File: src/rtl/synapse_weight_ctrl_if.sv
// Bundle between the synapse-weight learning scheduler and its neighbours:
// update request, learn enable and traces in; weights and status out.
interface synapse_weight_ctrl_if #(
    parameter int unsigned p_n         = 4,
    parameter int unsigned p_width     = 9,
    parameter int unsigned p_idx_width = 2
);
    logic                       i_update;
    logic                       i_learn_en;
    logic [p_n*p_width-1:0]     i_tr;
    logic [p_n*p_width-1:0]     o_weight;
    logic                       o_busy;
    logic                       o_done;
    logic                       o_miss;
    logic [p_idx_width-1:0]     o_idx;

    // Neuron/label logic side: issues requests and supplies traces.
    modport master (
        output i_update,
        output i_learn_en,
        output i_tr,
        input  o_weight,
        input  o_busy,
        input  o_done,
        input  o_miss,
        input  o_idx
    );

    // Weight controller side.
    modport slave (
        input  i_update,
        input  i_learn_en,
        input  i_tr,
        output o_weight,
        output o_busy,
        output o_done,
        output o_miss,
        output o_idx
    );
endinterface

File: src/rtl/synapse_weight_ctrl.sv
// Learning scheduler for a bank of p_n synapses. Owns the weight registers.
// An accepted update request snapshots all traces, then walks the bank one
// synapse per clock applying w <- w + ((tr - w) >>> p_eta_shift), saturated.
// Optional build macro WCTRL_LFSR_INIT_EN: after reset, an INIT walk loads
// the weights from a 16-bit Galois LFSR (taps 0xB400, seed 0xACE1).
module synapse_weight_ctrl #(
    parameter int unsigned p_n         = 4,
    parameter int unsigned p_width     = 9,
    parameter int unsigned p_eta_shift = 2,
    parameter int unsigned p_idx_width = 2
) (
    input logic                  i_clk,
    input logic                  i_rst_n,
    synapse_weight_ctrl_if.slave bus
);

`ifdef WCTRL_LFSR_INIT_EN
    typedef enum logic [1:0] {StIdle, StWalk, StDone, StInit} state_e;
    localparam state_e StReset = StInit;
`else
    typedef enum logic [1:0] {StIdle, StWalk, StDone} state_e;
    localparam state_e StReset = StIdle;
`endif

    // Mid-scale weight after reset.
    localparam logic [p_width-1:0]     WeightReset = p_width'(1) << (p_width - 1);
    localparam logic [p_idx_width-1:0] IdxLast     = p_idx_width'(p_n - 1);

    state_e                 state_q, state_d;
    logic [p_idx_width-1:0] idx_q, idx_d;
    logic [p_width-1:0]     weight_q [p_n];
    logic [p_width-1:0]     weight_d [p_n];
    logic [p_width-1:0]     snap_q   [p_n];
    logic [p_width-1:0]     snap_d   [p_n];
    logic                   miss_q, miss_d;
    logic                   request;

`ifdef WCTRL_LFSR_INIT_EN
    logic [15:0] lfsr_q, lfsr_d;
`endif

    // One learning step; the result always lies between w and tr, so the
    // clamp only guards against arithmetic corner cases.
    function automatic logic [p_width-1:0] learn_step(
        input logic [p_width-1:0] w,
        input logic [p_width-1:0] tr
    );
        logic signed [p_width:0]   diff;
        logic signed [p_width:0]   delta;
        logic signed [p_width+1:0] sum;
        diff  = $signed({1'b0, tr}) - $signed({1'b0, w});
        // Arithmetic shift floors: small negative diffs give -1, small
        // positive diffs give 0.
        delta = diff >>> p_eta_shift;
        sum   = $signed({2'b00, w}) + $signed({delta[p_width], delta});
        if (sum[p_width+1]) begin
            return '0;
        end else if (sum[p_width]) begin
            return '1;
        end else begin
            return sum[p_width-1:0];
        end
    endfunction

    assign request = bus.i_update && bus.i_learn_en;

`ifdef WCTRL_LFSR_INIT_EN
    // Galois LFSR free-runs one step per cycle.
    always_comb begin
        lfsr_d = {1'b0, lfsr_q[15:1]} ^ (lfsr_q[0] ? 16'hB400 : 16'h0000);
    end
`endif

    // Next-state: FSM, walk index, weight and snapshot updates, miss pulse.
    always_comb begin
        state_d  = state_q;
        idx_d    = idx_q;
        weight_d = weight_q;
        snap_d   = snap_q;
        miss_d   = 1'b0;

        unique case (state_q)
            StIdle: begin
                if (request) begin
                    for (int k = 0; k < p_n; k++) begin
                        snap_d[k] = bus.i_tr[k*p_width +: p_width];
                    end
                    idx_d   = '0;
                    state_d = StWalk;
                end
            end
            StWalk: begin
                weight_d[idx_q] = learn_step(weight_q[idx_q], snap_q[idx_q]);
                if (idx_q == IdxLast) begin
                    idx_d   = '0;
                    state_d = StDone;
                end else begin
                    idx_d = idx_q + p_idx_width'(1);
                end
            end
            StDone: begin
                state_d = StIdle;
            end
`ifdef WCTRL_LFSR_INIT_EN
            StInit: begin
                weight_d[idx_q] = lfsr_q[p_width-1:0];
                if (idx_q == IdxLast) begin
                    idx_d   = '0;
                    state_d = StIdle;
                end else begin
                    idx_d = idx_q + p_idx_width'(1);
                end
            end
`endif
            default: begin
                state_d = StIdle;
                idx_d   = '0;
            end
        endcase

        // Any request arriving outside IDLE is dropped and flagged.
        if (state_q != StIdle && request) begin
            miss_d = 1'b1;
        end
    end

    // State, index, weights, snapshot and miss flag registers.
    always_ff @(posedge i_clk or negedge i_rst_n) begin
        if (!i_rst_n) begin
            state_q <= StReset;
            idx_q   <= '0;
            miss_q  <= 1'b0;
            for (int k = 0; k < p_n; k++) begin
                weight_q[k] <= WeightReset;
                snap_q[k]   <= '0;
            end
        end else begin
            state_q  <= state_d;
            idx_q    <= idx_d;
            miss_q   <= miss_d;
            weight_q <= weight_d;
            snap_q   <= snap_d;
        end
    end

`ifdef WCTRL_LFSR_INIT_EN
    // LFSR register, reseeded on reset.
    always_ff @(posedge i_clk or negedge i_rst_n) begin
        if (!i_rst_n) begin
            lfsr_q <= 16'hACE1;
        end else begin
            lfsr_q <= lfsr_d;
        end
    end
`endif

    // Outputs come straight from registers so weights never glitch.
    always_comb begin
        for (int k = 0; k < p_n; k++) begin
            bus.o_weight[k*p_width +: p_width] = weight_q[k];
        end
        bus.o_busy = (state_q != StIdle);
        bus.o_done = (state_q == StDone);
        bus.o_miss = miss_q;
        bus.o_idx  = idx_q;
    end

endmodule
File: src/flat_wrapper.sv
// flat-port wrapper written by rule: the top's interface ports become plain ports
module synapse_weight_ctrl_flat 
#(
    parameter int unsigned p_n         = 4,
    parameter int unsigned p_width     = 9,
    parameter int unsigned p_eta_shift = 2,
    parameter int unsigned p_idx_width = 2
)
  (i_clk, i_rst_n, bus_i_update, bus_i_learn_en, bus_i_tr, bus_o_weight, bus_o_busy, bus_o_done, bus_o_miss, bus_o_idx);
  synapse_weight_ctrl_if #(.p_n(p_n), .p_width(p_width), .p_idx_width(p_idx_width)) bus_i ();
  input logic i_clk;
  input logic i_rst_n;
  input wire logic [$bits(bus_i.i_update)-1:0] bus_i_update;
  input wire logic [$bits(bus_i.i_learn_en)-1:0] bus_i_learn_en;
  input wire logic [$bits(bus_i.i_tr)-1:0] bus_i_tr;
  output wire logic [$bits(bus_i.o_weight)-1:0] bus_o_weight;
  output wire logic [$bits(bus_i.o_busy)-1:0] bus_o_busy;
  output wire logic [$bits(bus_i.o_done)-1:0] bus_o_done;
  output wire logic [$bits(bus_i.o_miss)-1:0] bus_o_miss;
  output wire logic [$bits(bus_i.o_idx)-1:0] bus_o_idx;
  assign bus_i.i_update = bus_i_update;
  assign bus_i.i_learn_en = bus_i_learn_en;
  assign bus_i.i_tr = bus_i_tr;
  assign bus_o_weight = bus_i.o_weight;
  assign bus_o_busy = bus_i.o_busy;
  assign bus_o_done = bus_i.o_done;
  assign bus_o_miss = bus_i.o_miss;
  assign bus_o_idx = bus_i.o_idx;
  synapse_weight_ctrl #(.p_n(p_n), .p_width(p_width), .p_eta_shift(p_eta_shift), .p_idx_width(p_idx_width)) u_core (.i_clk(i_clk), .i_rst_n(i_rst_n), .bus(bus_i));
endmodule
File: config.mk
export PLATFORM = sky130hd
export DESIGN_NAME = synapse_weight_ctrl_flat
export DESIGN_NICKNAME = d
export VERILOG_FILES = /design/src/rtl/synapse_weight_ctrl_if.sv /design/src/rtl/synapse_weight_ctrl.sv /design/src/flat_wrapper.sv
export SDC_FILE = /design/constraint.sdc
export NUM_CORES = 1
export LEC_CHECK = 0
export ABC_AREA = 0
export CAP_MARGIN = 25
export CORE_MARGIN = 4
export CORE_UTILIZATION = 49
export DETAILED_ROUTE_END_ITERATION = 12
export PLACE_DENSITY = 0.87
export SETUP_SLACK_MARGIN = 0.02
export SYNTH_ARGS = -nofsm -noshare
export SYNTH_HDL_FRONTEND = slang
export SYNTH_SLANG_ARGS = --single-unit
File: constraint.sdc
create_clock -name i_clk -period 6.4 [get_ports i_clk]
set_input_delay 0.96 -clock i_clk [delete_from_list [all_inputs] [get_ports i_clk]]
set_output_delay 0.96 -clock i_clk [all_outputs]
set_load 0.05 [all_outputs]
==> flow_metrics.env, run 1 <==
export IMPL_dp_hpwl_um=6860
export IMPL_crit_fanout=23
export IMPL_clk_pin_slew_ps=70
export IMPL_final_antenna_net_count=0
export IMPL_rows=33
export IMPL_diodes=0
export IMPL_setup_viol=0
export IMPL_area_growth_syn_to_layout_pct=26.7
export IMPL_rsz0062_at_grt="false"
export IMPL_maxSlewViolCount=0
export IMPL_syn_avg_cell_area_um2=11.6
export IMPL_track_usage_pct=20.2
export IMPL_fp_dieH_um=99.7
export IMPL_grt_max_degree=78
export IMPL_worstSetupPathType="reg2reg"
export IMPL_num_io_pins=81
export IMPL_vias=3013
export IMPL_busiest_layer="met2"
export IMPL_worst_slew_pin_slew_ps=1010
export IMPL_tns_ps=0
export IMPL_postCtsHoldBufs=0
export IMPL_avgViaCountPerCell=5.50
export IMPL_grt_remaining_overflow=0
export IMPL_start_util_pct=50.4
export IMPL_post_synth_top_count_cell="dfrtp_1"
export IMPL_grt_pass1_wl_um=15800
export IMPL_fmax_mhz=197
export IMPL_drive_above_1_share_pct=20.1
export IMPL_end_kind="flop"
export IMPL_hold_path_class="reg2reg"
export IMPL_ys_ff_latch=77
export IMPL_use_met2_pct=34.7
export IMPL_final_util_pct=63.8
export IMPL_yosys_warnings=0
export IMPL_fp_dieArea_um2=9930
export IMPL_core_area_um2=8180
export IMPL_post_route_period_util_pct=79.4
export IMPL_drc_errors=0
export IMPL_finalHoldViolations=0
export IMPL_clock_sinks=77
export IMPL_port_buffers=80
export IMPL_synth_top_area_cell="dfrtp_1"
export IMPL_die_w_um=99.7
export IMPL_synth_flop_cell="dfrtp_1"
export IMPL_cap_violations=0
export IMPL_antenna_found_initial=0
export IMPL_arrival_ps=5340
export IMPL_clockRootBuffer="clkbuf_8"
export IMPL_min_path_cells=2
export IMPL_setup_worst_path_start_class="flop"
export IMPL_crit_required_ps=6660
export IMPL_htree_num_levels=3
export IMPL_post_cts_buffers=0
export IMPL_clock_latency_ps=350
export IMPL_synth_nets=418
export IMPL_max_slew_margin_rel_pct=33.0
export IMPL_gp_congestion=0.858
export IMPL_cts_tree="done"
export IMPL_period_needed_ps=5080
export IMPL_postSynthCellCount=355
export IMPL_synth_common_cells="73 x dfrtp_1, 47 x nand2_1, 36 x mux2_2"
export IMPL_grt_pass1_vias=3289
export IMPL_clock_path_buffers=2
export IMPL_status="finished, final reports clean"
export IMPL_ys_async_sr_fraction_pct=100
export IMPL_finalNetCount=502
export IMPL_yosysSeqAreaShare_pct=46.9
export IMPL_cts_buffers=9
export IMPL_wire_per_inst_um=17.2
export IMPL_drtIter0Drc=134
export IMPL_postCtsResizedCells=0
export IMPL_synth_area_um2=4120
export IMPL_yosys_cell_types_count=40
export IMPL_r2r_cells=16
export IMPL_use_met3_pct=5.19
export IMPL_clock_skew_ps=7.52
export IMPL_use_met1_pct=24.8
export IMPL_wl_um=9430
export IMPL_drt_first_pass_iters=4
export IMPL_synthTopCellsByArea="dfrtp_1 44%, mux2_2 9.8%, mux4_2 9.8%"
export IMPL_synth_top_area_share_pct=44.4
export IMPL_synth_enable_flop_cells=0
path summary, 6_finish.rpt:
path / to / startpoint / slack [ps]
max in group asynchronous: u_core.bus.o_weight[8]$_DFFE_PN1P_ / i_rst_n / 5300
worst max-delay path: u_core.bus.o_weight[5]$_DFFE_PN0P_ / u_core.bus.o_idx[1]$_DFFE_PN0P_ / 1320
worst min register to register: u_core.bus.o_weight[8]$_DFFE_PN1P_ / u_core.bus.o_weight[8]$_DFFE_PN1P_ / 490
worst max register to register: u_core.bus.o_weight[5]$_DFFE_PN0P_ / u_core.bus.o_idx[1]$_DFFE_PN0P_ / 1320
min in group asynchronous: u_core.snap_q[2]$_DFFE_PN0P_ / i_rst_n / 500
worst min-delay path: u_core.bus.o_weight[8]$_DFFE_PN1P_ / u_core.bus.o_weight[8]$_DFFE_PN1P_ / 490
layout make-up:
type,instances,area [um2]
Tap cell,105,131
Multi-Input combinational cell,251,2090
Inverter,15,56.3
Timing Repair Buffer,85,853
Clock inverter,2,10.0
Clock buffer,13,149
Sequential cell,77,1930
Fill cell,619,2960
critical path, stage by stage (launching register included):
cell and delay [ps]:
dfrtp_1 1010, mux4_2 460, inv_1 100, ha_1 270, and3_1 190, a21o_1 230, a211oi_1 260, o21bai_1 150
a21oi_1 210, xnor2_1 140, ha_1 290, a21o_1 200, a211o_1 290, a32oi_1 360, xor2_2 510, o21ai_2 170
o21ai_1 170
routing by layer:
metal  up-vias  share of wire [%]
met5         -                  0
met4         0                1.9
met3        18                4.5
met2        69                 54
met1      1487                 40
li1       1439                  -
cell families after synthesis:
kind of cell | synth area share, %
simple gates | 8.57
fa+ha+maj | 7.17
xor+xnor | 3.83
buf+inv | 2.49
flops | 46.9
compound gates | 11.3
mux | 19.7
placed cells by master, fill, tap and decap left out, types with 2 or more instances in the layout:
cell,count
xnor2_1,8
mux4_2,18
nor2_1,11
and3_1,2
buf_4,4
o21bai_1,2
nand2b_1,6
nand3_1,3
dfrtp_1,73
clkbuf_1,3
xor2_1,5
dfstp_2,4
o21ai_0,15
clkbuf_8,10
a2bb2oi_1,2
clkinv_2,2
a21oi_1,12
nor2b_1,4
o21ai_1,28
a211oi_1,2
mux2_2,36
and2_1,2
ha_1,22
clkdlybuf4s50_1,79
nand2_1,47
o21ai_2,7
inv_1,15
a21o_1,3
nor3_1,2
metrics by stage:
stage	setup slack [ps]	instances	hold WS (ps)	instance area (um2)
5_1_grt	935	548	483	5220
2_1_floorplan	894	355	475	4120
3_5_place_dp	1330	532	487	5030
3_3_place_gp	1530	532	479	5030
4_1_cts	1270	547	497	5190
6_report	1320	548	494	5220
flip-flops by register name (all words and copies together) (netlist names):
register and flops:
u_core.snap_q 36, u_core.state_q 2, u_core.bus.o_idx 2, u_core.bus.o_weight 36, u_core.bus.o_miss 1
Power of run 1 is left out: the tool's default activity adds up to more than one toggle a clock period on the data nets, which glitch-free logic cannot reach.
==> run 2, diff against run 1 <==
==> constraint.sdc (replaced) <==
create_clock -name i_clk -period 4.8 [get_ports i_clk]
set_input_delay 0.72 -clock i_clk [delete_from_list [all_inputs] [get_ports i_clk]]
set_output_delay 0.72 -clock i_clk [all_outputs]
set_load 0.05 [all_outputs]
==> run 2 against run 1 <==
- die area stayed put
- cell count is 0.36% higher
- cell area is 1.7% higher
- critical path type unchanged
- highest routed layer unchanged
==> flow_metrics.env, run 2 (synthesized netlist as in run 1, its figures left out) <==
export IMPL_fp_dieH_um=99.7
export IMPL_crit_fanout=11
export IMPL_clk_pin_slew_ps=80
export IMPL_drc_errors=0
export IMPL_setup_viol=0
export IMPL_n_fill_cell=603
export IMPL_cpMaxStageDelayCell="dfrtp_4"
export IMPL_rsz0062_at_grt="false"
export IMPL_clock_latency_ps=370
export IMPL_maxSlewViolCount=0
export IMPL_finalHoldViolations=0
export IMPL_setup_worst_path_start_class="flop"
export IMPL_diodes=0
export IMPL_die_w_um=99.7
export IMPL_core_area_um2=8180
export IMPL_final_area_um2=5300
export IMPL_area_growth_syn_to_layout_pct=28.8
export IMPL_placed_cells=532
export IMPL_period_needed_ps=4520
export IMPL_start_util_pct=50.4
export IMPL_htree_num_levels=3
export IMPL_worstSetupPathType="reg2reg"
export IMPL_r2r_end="u_core.bus.o_weight[5]$_DFFE_PN0P_"
export IMPL_avgViaCountPerCell=5.59
export IMPL_grt_remaining_overflow=0
export IMPL_track_usage_pct=20.1
export IMPL_wl_um=9590
export IMPL_grt_pass1_wl_um=15600
export IMPL_arrival_ps=4790
export IMPL_final_antenna_net_count=0
export IMPL_final_cell_mix="79 x clkdlybuf4s50_1, 71 x dfrtp_1, 47 x nand2_1"
export IMPL_port_buffers=80
export IMPL_max_slew_margin_rel_pct=45.5
export IMPL_regArea_um2=1940
export IMPL_fmax_mhz=221
export IMPL_grt_pass1_vias=3281
export IMPL_clock_skew_ps=15.9
export IMPL_wire_per_inst_um=17.4
export IMPL_r2r_start="u_core.bus.o_idx[0]$_DFFE_PN0P_"
export IMPL_antenna_found_initial=0
export IMPL_grt_max_degree=42
export IMPL_placed_area_um2=5040
export IMPL_layout_commonest_cell="clkdlybuf4s50_1"
export IMPL_r2r_cells=16
export IMPL_clock_path_buffers=2
export IMPL_drtIter0Drc=169
export IMPL_rows=33
export IMPL_multi_input_area_um2=2130
export IMPL_vias=3075
export IMPL_clock_sinks=77
export IMPL_post_route_period_util_pct=94.2
export IMPL_fin_cells=550
export IMPL_cap_violations=0
export IMPL_r2r_slack_ps=280
export IMPL_tns_ps=0
export IMPL_worst_slew_pin_slew_ps=818
export IMPL_path_cells="mux4_2 > ha_1 > a21oi_1 > nor2b_1 > a21o_1 > a211oi_1 > o21bai_1 > a21oi_1 > xnor2_1 > ha_1 > a21o_1 > a211o_1 > a32oi_4 > xor2_4 > o21ai_2 > o21ai_1"
export IMPL_clockRootBuffer="clkbuf_8"
export IMPL_hold_path_class="in2async"
export IMPL_gp_congestion=0.875
export IMPL_fp_dieArea_um2=9930
export IMPL_cpPeakStageDelay_ps=560
export IMPL_cts_tree="done"
export IMPL_final_util_pct=64.9
export IMPL_status="finished, final reports clean"
export IMPL_drt_first_pass_iters=5
export IMPL_cts_buffers=9
export IMPL_end_kind="flop"
export IMPL_finalNetCount=503
export IMPL_dp_hpwl_um=6850
export IMPL_drive_above_1_share_pct=22.2
export IMPL_num_io_pins=81
export IMPL_crit_required_ps=5070
-- run 2: cell count changes in the layout (fill, tap and decap cells not counted), sizes merged --
cell      delta
clkbuf       -2
clkinvlp     +2
buf          +1
bufinv       +1
-- run 2: critical path: cells and delay by family, from the launching register on --
| kind | cells | cell delay, ps |
|---|---|---|
| DFF | 1 | 560 |
| muxes | 1 | 530 |
| adders and majority gates | 2 | 670 |
| AOI/OAI and AO/OA | 10 | 2100 |
| xor gates and xnor gates | 2 | 510 |
| and+or+nand+nor | 1 | 60 |
-- run 2: metal layers --
layer / vias to the layer above / global-route usage [%] / wire, um
met5: - / 0 / 0
met1: 1529 / 23.9 / 3890
met3: 12 / 4.56 / 469
li1: 1446 / - / -
met2: 88 / 35.6 / 5060
met4: 0 / 7.04 / 170
-- run 2: metrics by stage --
| stage | hold slack, ps | setup slack, ps |
|---|---|---|
| 2_1_floorplan | 424 | 66.7 |
| 3_3_place_gp | 478 | 199 |
| 3_5_place_dp | 487 | 77.4 |
| 4_1_cts | 461 | 55.4 |
| 5_1_grt | 501 | 16.2 |
| 6_report | 444 | 276 |
-- run 2: area by class of cell --
class | instances | area share, %
Clock buffer | 11 | 2.85
Multi-Input combinational cell | 251 | 40.1
Clock inverter | 5 | 1.11
Sequential cell | 77 | 36.6
Tap cell | 105 | 2.48
Timing Repair Buffer | 86 | 15.9
Inverter | 15 | 1.06
-- run 2: what timing repair did --
| item | 4_1_cts | 5_1_grt |
|---|---|---|
| setup endpoints to repair | 0 | 36 |
| gates resized for setup | 0 | 6 |
| buffers inserted | 0 | 2 |
| hold buffers | 0 | 0 |
-- run 2: worst max-delay path by stage --
| stage | start | endpoint | depth (start not counted) |
|---|---|---|---|
| floorplan | u_core.bus.o_idx[0]$_DFFE_PN0P_ | u_core.bus.o_weight[34]$_DFFE_PN0P_ | 17 |
| global placement | u_core.bus.o_idx[0]$_DFFE_PN0P_ | u_core.bus.o_weight[29]$_DFFE_PN0P_ | 15 |
| detailed placement | u_core.bus.o_idx[0]$_DFFE_PN0P_ | u_core.bus.o_weight[3]$_DFFE_PN0P_ | 17 |
| CTS | u_core.bus.o_idx[0]$_DFFE_PN0P_ | u_core.bus.o_weight[3]$_DFFE_PN0P_ | 17 |
| global route | u_core.bus.o_idx[0]$_DFFE_PN0P_ | u_core.bus.o_weight[3]$_DFFE_PN0P_ | 17 |
| finish | u_core.bus.o_idx[0]$_DFFE_PN0P_ | u_core.bus.o_weight[5]$_DFFE_PN0P_ | 16 |
Power of run 2 is left out for the same reason.
